### src/rtl/mem_port_arbiter.sv
// mem_port_arbiter
// ----------------
// Shares one 32-bit memory port between the instruction fetcher (i_*) and
// the load/store unit (d_*). Only one transaction is in flight at a time:
// IDLE picks a requester, ISSUE presents the latched request to memory until
// it is accepted, and WAIT routes the single response back to its owner.
//
// Data requests win by default. A 4-bit streak counter counts data grants
// made while a fetch was also waiting; once it reaches STREAK_MAX the next
// IDLE cycle with a pending fetch grants the fetch.
//
// Handshake semantics (both requester ports and the memory port):
//   A transfer happens on a posedge where valid && ready are both 1. The
//   requester holds valid and its fields stable until it sees ready. Ready
//   may depend combinationally on valid. rvalid is a one-cycle pulse with no
//   back-pressure; rdata is meaningful only while the matching rvalid is 1.
//
// Ports:
//   clk, reset              clock; synchronous active-low reset
//   i_valid/i_addr/i_ready  fetch request channel
//   i_rvalid/i_rdata        fetch response
//   d_valid/d_addr/d_wdata/d_wstrb/d_ready   load/store request channel
//                                            (d_wstrb == 0 means load)
//   d_rvalid/d_rdata        load/store response
//   mem_valid/mem_addr/mem_wdata/mem_wstrb/mem_ready   memory request
//   mem_rvalid/mem_rdata    memory response
//   dbg_state               current FSM state (0 IDLE, 1 ISSUE, 2 WAIT)

module mem_port_arbiter #(
    parameter int unsigned STREAK_MAX = 4
) (
    input  logic        clk,
    input  logic        reset,

    input  logic        i_valid,
    input  logic [31:0] i_addr,
    output logic        i_ready,
    output logic        i_rvalid,
    output logic [31:0] i_rdata,

    input  logic        d_valid,
    input  logic [31:0] d_addr,
    input  logic [31:0] d_wdata,
    input  logic [3:0]  d_wstrb,
    output logic        d_ready,
    output logic        d_rvalid,
    output logic [31:0] d_rdata,

    output logic        mem_valid,
    output logic [31:0] mem_addr,
    output logic [31:0] mem_wdata,
    output logic [3:0]  mem_wstrb,
    input  logic        mem_ready,
    input  logic        mem_rvalid,
    input  logic [31:0] mem_rdata,

    output logic [1:0]  dbg_state
);

    typedef enum logic [1:0] {
        IDLE  = 2'd0,
        ISSUE = 2'd1,
        WAIT  = 2'd2
    } state_t;

    localparam logic [3:0] STREAK_LIM = 4'(STREAK_MAX);

    state_t      state;
    state_t      state_next;
    logic        owner_d;      // 1: outstanding transaction belongs to data side
    logic [3:0]  streak;
    logic [31:0] addr_q;
    logic [31:0] wdata_q;
    logic [3:0]  wstrb_q;

    logic        grant_i;
    logic        grant_d;
    logic        streak_full;

    // Next-state and grant decision.
    always_comb begin
        state_next  = state;
        grant_i     = 1'b0;
        grant_d     = 1'b0;
        streak_full = (streak == STREAK_LIM);

        case (state)
            IDLE: begin
                if (i_valid && (!d_valid || streak_full)) begin
                    grant_i = 1'b1;
                end else if (d_valid) begin
                    grant_d = 1'b1;
                end
                if (grant_i || grant_d) begin
                    state_next = ISSUE;
                end
            end
            ISSUE: begin
                // Any mem_rvalid here is ignored: memory never answers in
                // the cycle it accepts.
                if (mem_ready) begin
                    state_next = WAIT;
                end
            end
            WAIT: begin
                if (mem_rvalid) begin
                    state_next = IDLE;
                end
            end
            default: begin
                state_next = IDLE;
            end
        endcase
    end

    // Handshake outputs are gated by reset so nothing is offered or
    // delivered while the core is held in reset, whatever the state is.
    always_comb begin
        i_ready   = reset && grant_i;
        d_ready   = reset && grant_d;
        mem_valid = reset && (state == ISSUE);
        i_rvalid  = reset && (state == WAIT) && mem_rvalid && !owner_d;
        d_rvalid  = reset && (state == WAIT) && mem_rvalid &&  owner_d;
    end

    assign mem_addr  = addr_q;
    assign mem_wdata = wdata_q;
    assign mem_wstrb = wstrb_q;
    assign i_rdata   = mem_rdata;
    assign d_rdata   = mem_rdata;
    assign dbg_state = state;

    always_ff @(posedge clk) begin
        if (!reset) begin
            state   <= IDLE;
            streak  <= 4'd0;
            owner_d <= 1'b0;
            addr_q  <= 32'd0;
            wdata_q <= 32'd0;
            wstrb_q <= 4'd0;
        end else begin
            state <= state_next;
            if (grant_i) begin
                owner_d <= 1'b0;
                addr_q  <= i_addr;
                wdata_q <= 32'd0;
                wstrb_q <= 4'd0;
                streak  <= 4'd0;
            end else if (grant_d) begin
                owner_d <= 1'b1;
                addr_q  <= d_addr;
                wdata_q <= d_wdata;
                wstrb_q <= d_wstrb;
                // Only contended data grants count toward the fetch guard.
                if (i_valid && (streak < STREAK_LIM)) begin
                    streak <= streak + 4'd1;
                end
            end
        end
    end

endmodule

### config.mk
export PLATFORM = sky130hd
export DESIGN_NAME = mem_port_arbiter
export DESIGN_NICKNAME = d
export VERILOG_FILES = /design/src/rtl/mem_port_arbiter.sv
export SDC_FILE = /design/constraint.sdc
export NUM_CORES = 1
export LEC_CHECK = 0
export ABC_CLOCK_PERIOD_IN_PS = 2410
export CAP_MARGIN = 5
export CORE_MARGIN = 5
export CORE_UTILIZATION = 35
export DETAILED_ROUTE_END_ITERATION = 16
export PLACE_DENSITY_LB_ADDON = 0.2
export SETUP_SLACK_MARGIN = 0.4
export SKIP_CTS_REPAIR_TIMING = 1
export SLEW_MARGIN = 30
export SYNTH_ARGS = -nofsm -noshare
export SYNTH_HDL_FRONTEND = slang
export SYNTH_SLANG_ARGS = --single-unit
### constraint.sdc
create_clock -name clk -period 2.41 [get_ports clk]
set_input_delay 0.482 -clock clk [delete_from_list [all_inputs] [get_ports clk]]
set_output_delay 0.482 -clock clk [all_outputs]
set_load 0.01 [all_outputs]
==> flow_summary.yaml, run 1 <==
outcome:
  outcome: "finished, final reports clean"
clock_tree:
  cts.sinks: 75
  path_clk_slew_ns: 0.08
  clock_latency_ns: 0.33
  cts_tree: "built"
  cts_made_buffers: 9
  root_buffer: "clkbuf_8"
  cts_max_path_buffers: 2
  cts.htree.levels: 3
worst_setup_path:
  endpoint_kind: "output port"
  crit_path_top_delay_cell: "a2111oi_4"
  startpoint_type: "flip-flop"
  crit_chain: "inv_1 > ha_4 > nand3b_1 > a2111oi_4 > and2_1 > dlymetal6s2s_1"
  path_max_fanout: 3
  critPathKind: "reg2out"
  slowest_delay_ns: 0.34
  arrival_ns: 1.68
  required_ns: 1.93
yosys:
  netlist_area_mm2: 0.00387
  syn_avg_cell_area_um2: 8.34
  ys_warn_count: 0
  syn-num-nets: 604
  ys_ff_latch: 75
  ys_seq_area_share_pct: 38.8
  synthCells: 464
  ys_types: 28
route:
  drc: 0
  drt_iter0_drc: 283
  num_vias: 3709
  dr.pass1.iters: 4
  routed_wl_mm: 12.5
  ant_nets: 0
  drt-vias-per-instance: 5.28
  wl_per_cell_um: 17.7
global_route:
  gr-total-overflow: 0
  grt_pass1_vias: 3807
  grt_max_degree: 74
  grt_pass1_wl_mm: 19.7
  antenna_found_initial: 1
  grt_usage_pct: 18.1
finish:
  diodes: 0
  final_util_pct: 50.9
  syn2layout_area_growth_pct: 42.6
  drive_gt1_share_pct: 8.35
  finalNetCount: 698
timing:
  skew_ns: 0.0130
  drv_slew: 0
  max_clock_freq_mhz: 462
  setup_ws_ns: 0.244
  max-slew-margin-rel_pct: 49.1
  worst_pin_slew_ns: 0.763
  fin_crit_ns: 2.17
  period_share_pct: 89.9
  final_hold_viol_count: 0
  setup_violations: 0
  rsz0062_at_grt: "yes"
place:
  gp_congestion: 0.782
  dp_hpwl_mm: 8.15
  portBuffers: 180
  post-place-ws_ns: -0.236
floorplan:
  die_x_um: 115
  core-area_mm2: 0.0108
  initial_core_util_pct: 35.7
  die_h_um: 115
  dieArea_mm2: 0.0133
  rows: 38
  ios: 277
worst_hold_path:
  hold_class: "in2reg"
pwr:
  total_leakage_power_nw: 2.04
  power.density_mw_per_mm2: 599
  peakVddDrop_uv: 285
flow_run:
  drv_cap: 0
-- cells by family after synthesis --
| logic type | share of synthesized area [%] |
|---|---|
| buf+inv | 22.7 |
| compound gates | 24.6 |
| flops | 38.8 |
| simple gates | 13.2 |
| fa+ha+maj | 0.646 |
-- sequential cells by signal (all words and copies together), names as in the netlist --
register	cells
mem_addr	32
mem_wdata	32
mem_wstrb	4
streak	4
dbg_state	2
owner_d	1
-- placed cells by master, fill, tap and decap left out, types with 4 or more instances in the layout --
| cell | netlist | final |
|---|---|---|
| clkdlybuf4s50_1 | 0 | 171 |
| dfxtp_1 | 75 | 73 |
| nand3_1 | 39 | 39 |
| a211oi_1 | 39 | 39 |
| o21ai_0 | 38 | 38 |
| inv_1 | 37 | 35 |
| a21oi_1 | 35 | 35 |
| nor3_1 | 34 | 33 |
| a2111oi_0 | 32 | 32 |
| buf_4 | 70 | 14 |
| clkbuf_8 | 0 | 11 |
| dlymetal6s2s_1 | 0 | 7 |
| nor3b_1 | 4 | 4 |
-- synthesized netlist by cell type (all sizes together) --
library cell	n	share of area (%)
a21oi	35	4.5
and4b	1	0.26
buf	91	17
a2111oi	33	7.6
dfxtp	75	39
nand4b	1	0.23
nand3b	2	0.39
or3b	2	0.45
a211oi	39	7.6
nor4b	1	0.23
nor3b	5	1.1
or2	1	0.16
nand3	39	5.0
inv	37	3.6
nor3	34	4.4
o21ai	38	4.9
clkbuf	21	2.0
nor4bb	1	0.26
nand2	2	0.19
nor2	3	0.36
and2	1	0.16
ha	2	0.65
-- worst paths after layout --
kind,from,end,slack (ns),cells after the start
worst min-delay path,mem_rvalid,dbg_state[1]$_SDFFE_PN0P_,0.48,4
worst max register to register,streak[0]$_SDFFE_PP0P_,mem_addr[22]$_SDFFE_PN0P_,0.27,6
worst min register to register,mem_wdata[19]$_SDFFE_PP0P_,mem_wdata[19]$_SDFFE_PP0P_,0.49,2
worst max-delay path,streak[0]$_SDFFE_PP0P_,i_ready,0.24,6
-- metal layers --
| metal | part of all wire [%] | GRT usage [%] |
|---|---|---|
| met5 | 0.056 | 0 |
| met4 | 1.6 | 5.79 |
| met3 | 9.2 | 5.95 |
| met2 | 45 | 28.4 |
| met1 | 44 | 23.7 |
-- power by group --
part           internal, mW  switching (mW)  leakage (nW)
logic                 0.448           0.357          1.31
clock network         0.639           0.458         0.113
registers              1.35          0.0575         0.619
-- area by class of cell --
class                      instances  area (um^2)
clock inverter                     4         72.6
clock buffer                      12          155
inverter                          37          139
sequential                        75         1500
multi-input combinational        240         1550
tap                              140          175
fill                            1059         5320
timing repair buffer             195         1930
-- per-stage QoR --
stage          hold slack (ns)  area [um^2]  instances  total power, mW  TNS, ns
6_report                 0.484         5520        703             3.31        0
5_1_grt                  0.492         5520        703             3.49        0
4_1_cts                  0.491         5460        702             3.35   -0.623
3_5_place_dp             0.478         5230        686             2.23    -8.32
3_3_place_gp             0.473         5230        686             2.22    -4.97
2_1_floorplan            0.471         3870        464             1.88        0
-- worst max-delay path, delay by kind of cell, from the launching register on --
kind,cells,cell delay (ns)
fa+ha+maj,1,0.15
buf+inv,2,0.26
compound gates,1,0.34
flops,1,0.32
simple gates,2,0.29
No activity file was read; power rests on OpenSTA's default activity.
==> inputs of run 2 (changes only) <==
--- a/config.mk
+++ b/config.mk
@@ -10,7 +10,7 @@
 export CORE_MARGIN = 5
 export CORE_UTILIZATION = 35
 export DETAILED_ROUTE_END_ITERATION = 16
-export PLACE_DENSITY_LB_ADDON = 0.2
+export PLACE_DENSITY = 0.85
 export SETUP_SLACK_MARGIN = 0.4
 export SKIP_CTS_REPAIR_TIMING = 1
 export SLEW_MARGIN = 30
==> flow_summary.yaml, run 2 (synthesis gave the netlist of run 1 again) <==
place:
  gp_congestion: 0.829
  portBuffers: 180
  dp_hpwl_mm: 8.45
  placed_area_mm2: 0.00523
finish:
  stdcell_area_mm2: 0.00551
  drive_gt1_share_pct: 8.36
  final_cell_mix: "clkdlybuf4s50_1, dfxtp_1, nand3_1, a211oi_1, o21ai_0"
  diodes: 0
  finalNetCount: 698
  syn2layout_area_growth_pct: 42.4
  mostFrequentLayoutCell: "clkdlybuf4s50_1"
route:
  drc: 0
  drt_iter0_drc: 339
  dr.pass1.iters: 7
  num_vias: 3826
  routed_wl_mm: 12.4
  drt-vias-per-instance: 5.45
  ant_nets: 0
  wl_per_cell_um: 17.6
floorplan:
  core-area_mm2: 0.0108
  rows: 38
  die_h_um: 115
  ios: 277
  initial_core_util_pct: 35.7
  die_x_um: 115
  dieArea_mm2: 0.0133
timing:
  drv_slew: 0
  skew_ns: 0.0103
  max_clock_freq_mhz: 479
  worst_pin_slew_ns: 0.633
  whs_ns: 0.460
  final_hold_viol_count: 0
  max-slew-margin-rel_pct: 57.8
  period_share_pct: 86.6
  rsz0062_at_grt: "yes"
  setup_violations: 0
  fin_crit_ns: 2.09
global_route:
  grt_pass1_wl_mm: 19.0
  grt_pass1_vias: 3734
  grt_max_degree: 74
  grt_usage_pct: 17.6
  antenna_found_initial: 1
  gr-total-overflow: 0
worst_setup_path:
  timing.rr.start: "streak[1]$_SDFFE_PP0P_"
  arrival_ns: 1.61
  critPathKind: "reg2out"
  r2r_slack_ns: 0.54
  path_max_fanout: 3
  startpoint_type: "flip-flop"
  r2r_cells: 7
  required_ns: 1.93
  r2r_end: "mem_addr[2]$_SDFFE_PN0P_"
  endpoint_kind: "output port"
pwr:
  peakVddDrop_uv: 281
  total_leakage_power_nw: 2.03
  power.density_mw_per_mm2: 593
clock_tree:
  path_clk_slew_ns: 0.08
  root_buffer: "clkbuf_8"
  cts_max_path_buffers: 2
  cts_made_buffers: 9
  cts_tree: "built"
  clock_latency_ns: 0.33
  cts.htree.levels: 3
  cts.sinks: 75
worst_hold_path:
  hold_start: "mem_rvalid"
  hold_class: "in2reg"
  whs_path_depth: 4
  worstHoldEndpoint: "dbg_state[1]$_SDFFE_PN0P_"
flow_run:
  drv_cap: 0
outcome:
  outcome: "finished, final reports clean"
==> run 2: how the worst max path moves through the flow <==
stage	start	end	slack, ns	cells after the start
floorplan	streak[0]$_SDFFE_PP0P_	i_ready	0.42	7
global placement	d_valid	d_ready	-0.25	4
detailed placement	d_valid	d_ready	-0.28	4
CTS	d_valid	d_ready	-0.29	4
global route	streak[1]$_SDFFE_PP0P_	i_ready	0.24	6
finish	streak[1]$_SDFFE_PP0P_	i_ready	0.32	6
==> run 2: final cells by class <==
type | count | area (um^2)
clock buffers | 10 | 138
clock inverters | 5 | 77.6
fillers | 986 | 5330
inverters | 37 | 139
multi-input cells | 240 | 1530
flip-flops and latches | 75 | 1500
well taps | 140 | 175
repair buffers | 195 | 1950
==> run 2: per-layer routing <==
| metal | wire [um] | global-route usage, % |
|---|---|---|
| met3 | 1090 | 5.21 |
| met4 | 184 | 5.63 |
| met5 | 11 | 0 |
| met1 | 4990 | 21.4 |
| met2 | 6090 | 29.7 |
==> run 2: worst max-delay path, cell delays in order (launching register included) <==
cell and delay (ns):
dfxtp_2 0.34, inv_2 0.07, ha_4 0.13, nand3b_1 0.12, a2111oi_4 0.33, and2_1 0.16, buf_2 0.12
==> run 2: where the power goes <==
group | switching [mW] | internal, mW
Combinational | 0.355 | 0.454
Sequential | 0.0590 | 1.35
Clock | 0.450 | 0.602
==> run 2: per-stage QoR <==
stage               cells  worst slack (ns)  TNS, ns  total power [mW]  utilization [%]
floorplan             464             0.425        0              1.88                -
global placement      684            -0.253    -2.69              2.21             48.2
global route          702             0.237        0              3.45             50.9
finish                702             0.323        0              3.27             50.9
detailed placement    684            -0.276    -5.59              2.24             48.2
CTS                   699            -0.286   -0.564              3.31             50.2
